**src/rtl/color_palette_q.sv**
```systemverilog
// Palette lookup with a CPU write queue, blanking-deferred commit, reset-time
// clear sequencer and a 2-cycle registered video read port.
module color_palette_q #(
    parameter int IDX_W   = 5,
    parameter int COLOR_W = 9,
    parameter int QDEPTH  = 4,
    parameter bit DEFER   = 1'b1
) (
    input  logic                     CLK10,
    input  logic                     RESET,
    input  logic                     CLK5n,
    input  logic                     CRAMn,
    input  logic [IDX_W-1:0]         WADDR,
    input  logic [COLOR_W-1:0]       WDATA,
    input  logic [IDX_W-1:0]         PIX_IDX,
    input  logic                     BLANK,
    output logic [COLOR_W-1:0]       o,
    output logic [$clog2(QDEPTH):0]  QLEVEL,
    output logic                     BUSY,
    output logic                     FORCED
);

    localparam int ENTRIES = 2 ** IDX_W;
    localparam int PTR_W   = $clog2(QDEPTH);
    localparam int LVL_W   = PTR_W + 1;

    typedef enum logic {S_CLEAR, S_RUN} state_t;

    state_t             state, state_nxt;
    logic [IDX_W-1:0]   clr_cnt;
    logic               req_done;
    logic               req, q_full, forced, drain, enq;
    logic [PTR_W-1:0]   head, tail;
    logic [LVL_W-1:0]   level;
    logic [IDX_W-1:0]   q_addr [QDEPTH];
    logic [COLOR_W-1:0] q_data [QDEPTH];
    logic [COLOR_W-1:0] ram    [ENTRIES];
    logic [IDX_W-1:0]   pix_s1;
    logic               blank_s1;

    assign BUSY   = (state == S_CLEAR);
    assign QLEVEL = level;

    // NOTE: every signal gets a default at the top so no path leaves it unassigned (no latches).
    always_comb begin
        req       = !CRAMn && !CLK5n && !req_done;
        q_full    = (level == LVL_W'(QDEPTH));
        forced    = q_full && req;
        drain     = (state == S_RUN) && (level != '0) && (!DEFER || BLANK || forced);
        // A full queue only accepts when the head leaves on the same edge.
        enq       = req && (!q_full || drain);
        state_nxt = state;
        if (state == S_CLEAR && clr_cnt == '1)
            state_nxt = S_RUN;
    end

    // NOTE: sequential state uses non-blocking assignments so all registers update together.
    always_ff @(posedge CLK10 or posedge RESET) begin
        if (RESET)
            state <= S_CLEAR;
        else
            state <= state_nxt;
    end

    always_ff @(posedge CLK10 or posedge RESET) begin
        if (RESET) begin
            clr_cnt  <= '0;
            req_done <= 1'b0;
            head     <= '0;
            tail     <= '0;
            level    <= '0;
            FORCED   <= 1'b0;
        end else begin
            // Once a request fires, stay quiet until CRAMn returns high.
            req_done <= !CRAMn && (req_done || !CLK5n);
            if (state == S_CLEAR)
                clr_cnt <= clr_cnt + 1'b1;
            if (enq)
                tail <= tail + 1'b1;
            if (drain)
                head <= head + 1'b1;
            case ({enq, drain})
                2'b10:   level <= level + 1'b1;
                2'b01:   level <= level - 1'b1;
                default: level <= level;
            endcase
            FORCED <= drain && forced && !BLANK;
        end
    end

    always_ff @(posedge CLK10) begin
        if (enq) begin
            q_addr[tail] <= WADDR;
            q_data[tail] <= WDATA;
        end
    end

    // NOTE: storage arrays have no reset; the palette is zeroed by the clear sequencer instead.
    always_ff @(posedge CLK10) begin
        if (state == S_CLEAR)
            ram[clr_cnt] <= '0;
        else if (drain)
            ram[q_addr[head]] <= q_data[head];
    end

    // Lookup reads the pre-write contents when a drain hits the same index.
    always_ff @(posedge CLK10 or posedge RESET) begin
        if (RESET) begin
            pix_s1   <= '0;
            blank_s1 <= 1'b0;
            o        <= '0;
        end else begin
            pix_s1   <= PIX_IDX;
            blank_s1 <= BLANK;
            o        <= (blank_s1 || BUSY) ? '0 : ram[pix_s1];
        end
    end

endmodule

```
**config.mk**
```make
export PLATFORM = sky130hd
export DESIGN_NAME = color_palette_q
export DESIGN_NICKNAME = d
export VERILOG_FILES = /design/src/rtl/color_palette_q.sv
export SDC_FILE = /design/constraint.sdc
export NUM_CORES = 1
export LEC_CHECK = 0
export BUFFER_PORTS_ARGS = -buffer_cell sky130_fd_sc_hd__buf_2
export CORE_MARGIN = 2
export CORE_UTILIZATION = 47
export CTS_BUF_LIST = sky130_fd_sc_hd__clkbuf_8
export DETAILED_ROUTE_END_ITERATION = 10
export PLACE_DENSITY = 0.73
export SLEW_MARGIN = 20
export SYNTH_ARGS = -nofsm -noshare
export SYNTH_HDL_FRONTEND = slang
export SYNTH_SLANG_ARGS = --single-unit
```
**constraint.sdc**
```tcl
create_clock -name CLK10 -period 7.2 [get_ports CLK10]
set_input_delay 1.8 -clock CLK10 [delete_from_list [all_inputs] [get_ports CLK10]]
set_output_delay 1.8 -clock CLK10 [all_outputs]
set_load 0.005 [all_outputs]
```
==> results.sh <==
export IMPL_vias=6963
export IMPL_cts_max_level=2
export IMPL_dp_cells=1082
export IMPL_min_to="req_done$_DFF_PP0_"
export IMPL_crit_fanout=19
export IMPL_grt_overflow=0
export IMPL_finClkSkew_ns=0.0399
export IMPL_min_path_type="reg -> reg"
export IMPL_timing_reg2reg_worst_path_depth=5
export IMPL_yosysTopAreaCellShare_pct=71.5
export IMPL_final_max_slew_viol_count=0
export IMPL_die_h_um=179
export IMPL_period_minus_slack_ns=4.47
export IMPL_yosysWarnings=0
export IMPL_clk_pin_slew_ns=0.06
export IMPL_drt_first_pass_iters=5
export IMPL_pin_count=38
export IMPL_r2r_start="QLEVEL[0]$_DFFE_PP0P_"
export IMPL_clock_fmax_ghz=0.224
export IMPL_critPathSlowestCell="nor2_1"
export IMPL_portBuffers=37
export IMPL_chipWidth_um=179
export IMPL_crit_type="in -> reg"
export IMPL_cts_sinks=374
export IMPL_stdcell_area_sq_mm=0.0161
export IMPL_dp_final_hpwl_um=18100
export IMPL_grt_max_degree=64
export IMPL_arrival_ns=4.68
export IMPL_use_met1_pct=26.9
export IMPL_cap_violations=0
export IMPL_hold_viol_final=0
export IMPL_grt_pass1_wl_um=44600
export IMPL_p_total_uw=5120
export IMPL_status="complete, no violations"
export IMPL_cts_root_buf="clkbuf_8"
export IMPL_syn_nets=708
export IMPL_path_delay_family="simple AND/OR/NAND/NOR gates"
export IMPL_clock_latency_ns=0.60
export IMPL_power_density_mw_per_mm2=319
export IMPL_layout_cells_non_filler=1181
export IMPL_critical_path_buf_inv_count=1
export IMPL_fp_dieArea_sq_mm=0.0322
export IMPL_start_util_pct=47.5
export IMPL_synth_seq_area_share_pct=76.7
export IMPL_gp_congestion=0.905
export IMPL_finalSetupViolCount=0
export IMPL_antenna_diode_count=0
export IMPL_cts_buffers=55
export IMPL_cts_resized=0
export IMPL_grt_most_used_layer="met2"
export IMPL_rrSetupSlack_ns=3.48
export IMPL_cts_setup_buffers=0
export IMPL_wl_per_cell_um=24.8
export IMPL_synthToLayoutAreaGrowth_pct=11.3
export IMPL_grtUsageMet3_pct=4.56
export IMPL_hold_depth=2
export IMPL_maxSlewHeadroom_pct=25.2
export IMPL_synth_area_leaders="edfxtp_1, mux4_2, dfrtp_1, mux2i_1, nor2_1"
export IMPL_avgSynthCellArea_sq_um=21.4
export IMPL_nets=775
export IMPL_syn_inst=676
export IMPL_fillers=2301
export IMPL_core_area_sq_mm=0.0304
export IMPL_grt_total_usage_pct=19.1
export IMPL_place_area_sq_mm=0.0151
export IMPL_drive_gt1_share_pct=28.7
export IMPL_crit_start="CLK5n"
export IMPL_min_delay_start="req_done$_DFF_PP0_"
export IMPL_syn_area_sq_mm=0.0145
export IMPL_peakVddDrop_mv=0.183
export IMPL_drc=0
export IMPL_worstMarginPinSlew_ns=1.12
export IMPL_synth_top_area_cell="edfxtp_1"
export IMPL_fin_hold_ws_ns=0.530
export IMPL_grt_pass1_vias=7294
export IMPL_hold_buffers=0
export IMPL_reg2reg_to="ram[3][2]$_DFFE_PP_"
export IMPL_worstPathCellList="buf_2, nor3_1, a41oi_4, o2bb2ai_1, nand3_1, nor2_1"
export IMPL_antenna_found_initial=0
export IMPL_rows=64
export IMPL_postRouteAntennaNets=0
export IMPL_met2_usage_pct=29.5
export IMPL_cts_tree="built"
export IMPL_timing_final_crit_share_pct=62.1
export IMPL_rsz0062_at_grt="false"
export IMPL_cts_buffer_depth=3
export IMPL_via_per_inst=5.90
export IMPL_synth_seq_cells=374
export IMPL_p_leak_uw=0.00545
export IMPL_cp_end_kind="flop"
export IMPL_synth_cell_types=37
export IMPL_crit_required_ns=7.41
export IMPL_drtIter0Drc=780
export IMPL_critical_path_max_stage_delay_ns=0.81
export IMPL_wl_um=29300
export IMPL_startpoint_type="primary input"
export IMPL_tns_ns=0
-- layer usage --
metal / up-vias / routed length [um]
met5: - / 0
met4: 0 / 949
met3: 81 / 2850
met2: 456 / 13700
met1: 3513 / 11900
li1: 2913 / -
-- how the worst max path moves through the flow --
stage	endpoint	slack, ns	cells after the start
2_1_floorplan	ram[0][0]$_DFFE_PP_	3.29	4
3_3_place_gp	ram[7][8]$_DFFE_PP_	2.41	6
3_5_place_dp	ram[3][8]$_DFFE_PP_	2.19	6
4_1_cts	ram[7][3]$_DFFE_PP_	2.81	6
5_1_grt	ram[7][3]$_DFFE_PP_	2.59	6
6_report	ram[7][3]$_DFFE_PP_	2.73	6
-- sequential cells by signal, indices dropped and copies added, names as in the netlist, 3 cells and up --
| register | cells |
|---|---|
| QLEVEL | 3 |
| pix_s1 | 5 |
| clr_cnt | 5 |
| q_addr | 20 |
| q_data | 36 |
| o | 9 |
| ram | 288 |
-- per-stage QoR --
stage          setup slack, ns  utilization [%]
6_report                  2.73             52.9
5_1_grt                   2.59             52.9
4_1_cts                   2.81             52.9
3_5_place_dp              2.19             49.6
3_3_place_gp              2.41             49.6
2_1_floorplan             3.29                -
-- Yosys cell counts --
| cell | instances |
|---|---|
| a21oi_1 | 8 |
| a221o_1 | 9 |
| a221oi_1 | 7 |
| a22oi_1 | 2 |
| a31oi_1 | 2 |
| a41oi_4 | 1 |
| and2_1 | 5 |
| and3_1 | 1 |
| buf_1 | 2 |
| buf_2 | 16 |
| buf_4 | 3 |
| buf_6 | 1 |
| clkbuf_1 | 11 |
| dfrtp_1 | 30 |
| edfxtp_1 | 344 |
| fa_1 | 1 |
| ha_1 | 7 |
| inv_1 | 11 |
| mux2_2 | 6 |
| mux2i_1 | 30 |
| mux4_2 | 86 |
| nand2_1 | 7 |
| nand2b_1 | 3 |
| nand3_1 | 8 |
| nand4_1 | 2 |
| nor2_1 | 44 |
| nor2b_1 | 12 |
| nor3_1 | 1 |
| o21a_1 | 1 |
| o21ai_0 | 1 |
| o22ai_1 | 1 |
| o2bb2ai_1 | 1 |
| o311a_1 | 1 |
| or2_1 | 1 |
| or2_2 | 1 |
| xnor2_1 | 7 |
| xor2_1 | 2 |
-- cell families after synthesis --
family	Yosys count	share of synthesized area (%)
fa+ha+maj	8	0.745
flops	374	76.7
xor+xnor	9	0.545
simple gates	85	2.72
buf+inv	44	1.41
mux	122	15.9
compound gates	34	1.97
-- worst min-delay path, stage by stage (launching register included) --
cell and delay, ns:
dfrtp_1 0.38, inv_1 0.06, a21oi_1 0.06
-- layout by cell type (no fill, tap or decap), types with 2 or more instances in the layout --
cell,synthesis,layout
mux2i_1,30,30
mux2_2,6,6
edfxtp_1,344,344
buf_4,3,6
a31oi_1,2,2
xor2_1,2,2
nand3_1,8,8
clkinv_2,0,11
inv_1,11,25
clkinvlp_4,0,6
ha_1,7,7
a21oi_1,8,8
a221oi_1,7,7
nand2b_1,3,3
nand4_1,2,2
a22oi_1,2,2
mux4_2,86,86
dfrtp_1,30,27
buf_2,16,37
nor2b_4,0,7
nand2_1,7,7
clkinv_1,0,9
clkbuf_8,0,57
nor2b_2,0,2
a221o_1,9,9
nor2_1,44,44
xnor2_1,7,7
and2_1,5,5
dfrtp_2,0,2
nor2b_1,12,3
-- final cells by class --
class / count / area (sq um) / share of cell area, %
clock buffers: 57 / 785 / 4.88
clock inverters: 42 / 225 / 1.40
inverters: 11 / 41.3 / 0.257
multi-input cells: 258 / 3230 / 20.0
flip-flops and latches: 374 / 11100 / 68.9
well taps: 396 / 495 / 3.08
repair buffers: 43 / 230 / 1.43
-- power by group --
group | total [uW] | leakage [uW] | switching, uW | internal [uW]
registers | 2790 | 0.00355 | 95.5 | 2700
clock network | 1560 | 0.000561 | 783 | 775
logic | 773 | 0.00134 | 513 | 259
total | 5120 | 0.00545 | 1390 | 3730
Note: power is estimated with default switching activity, not from simulation.
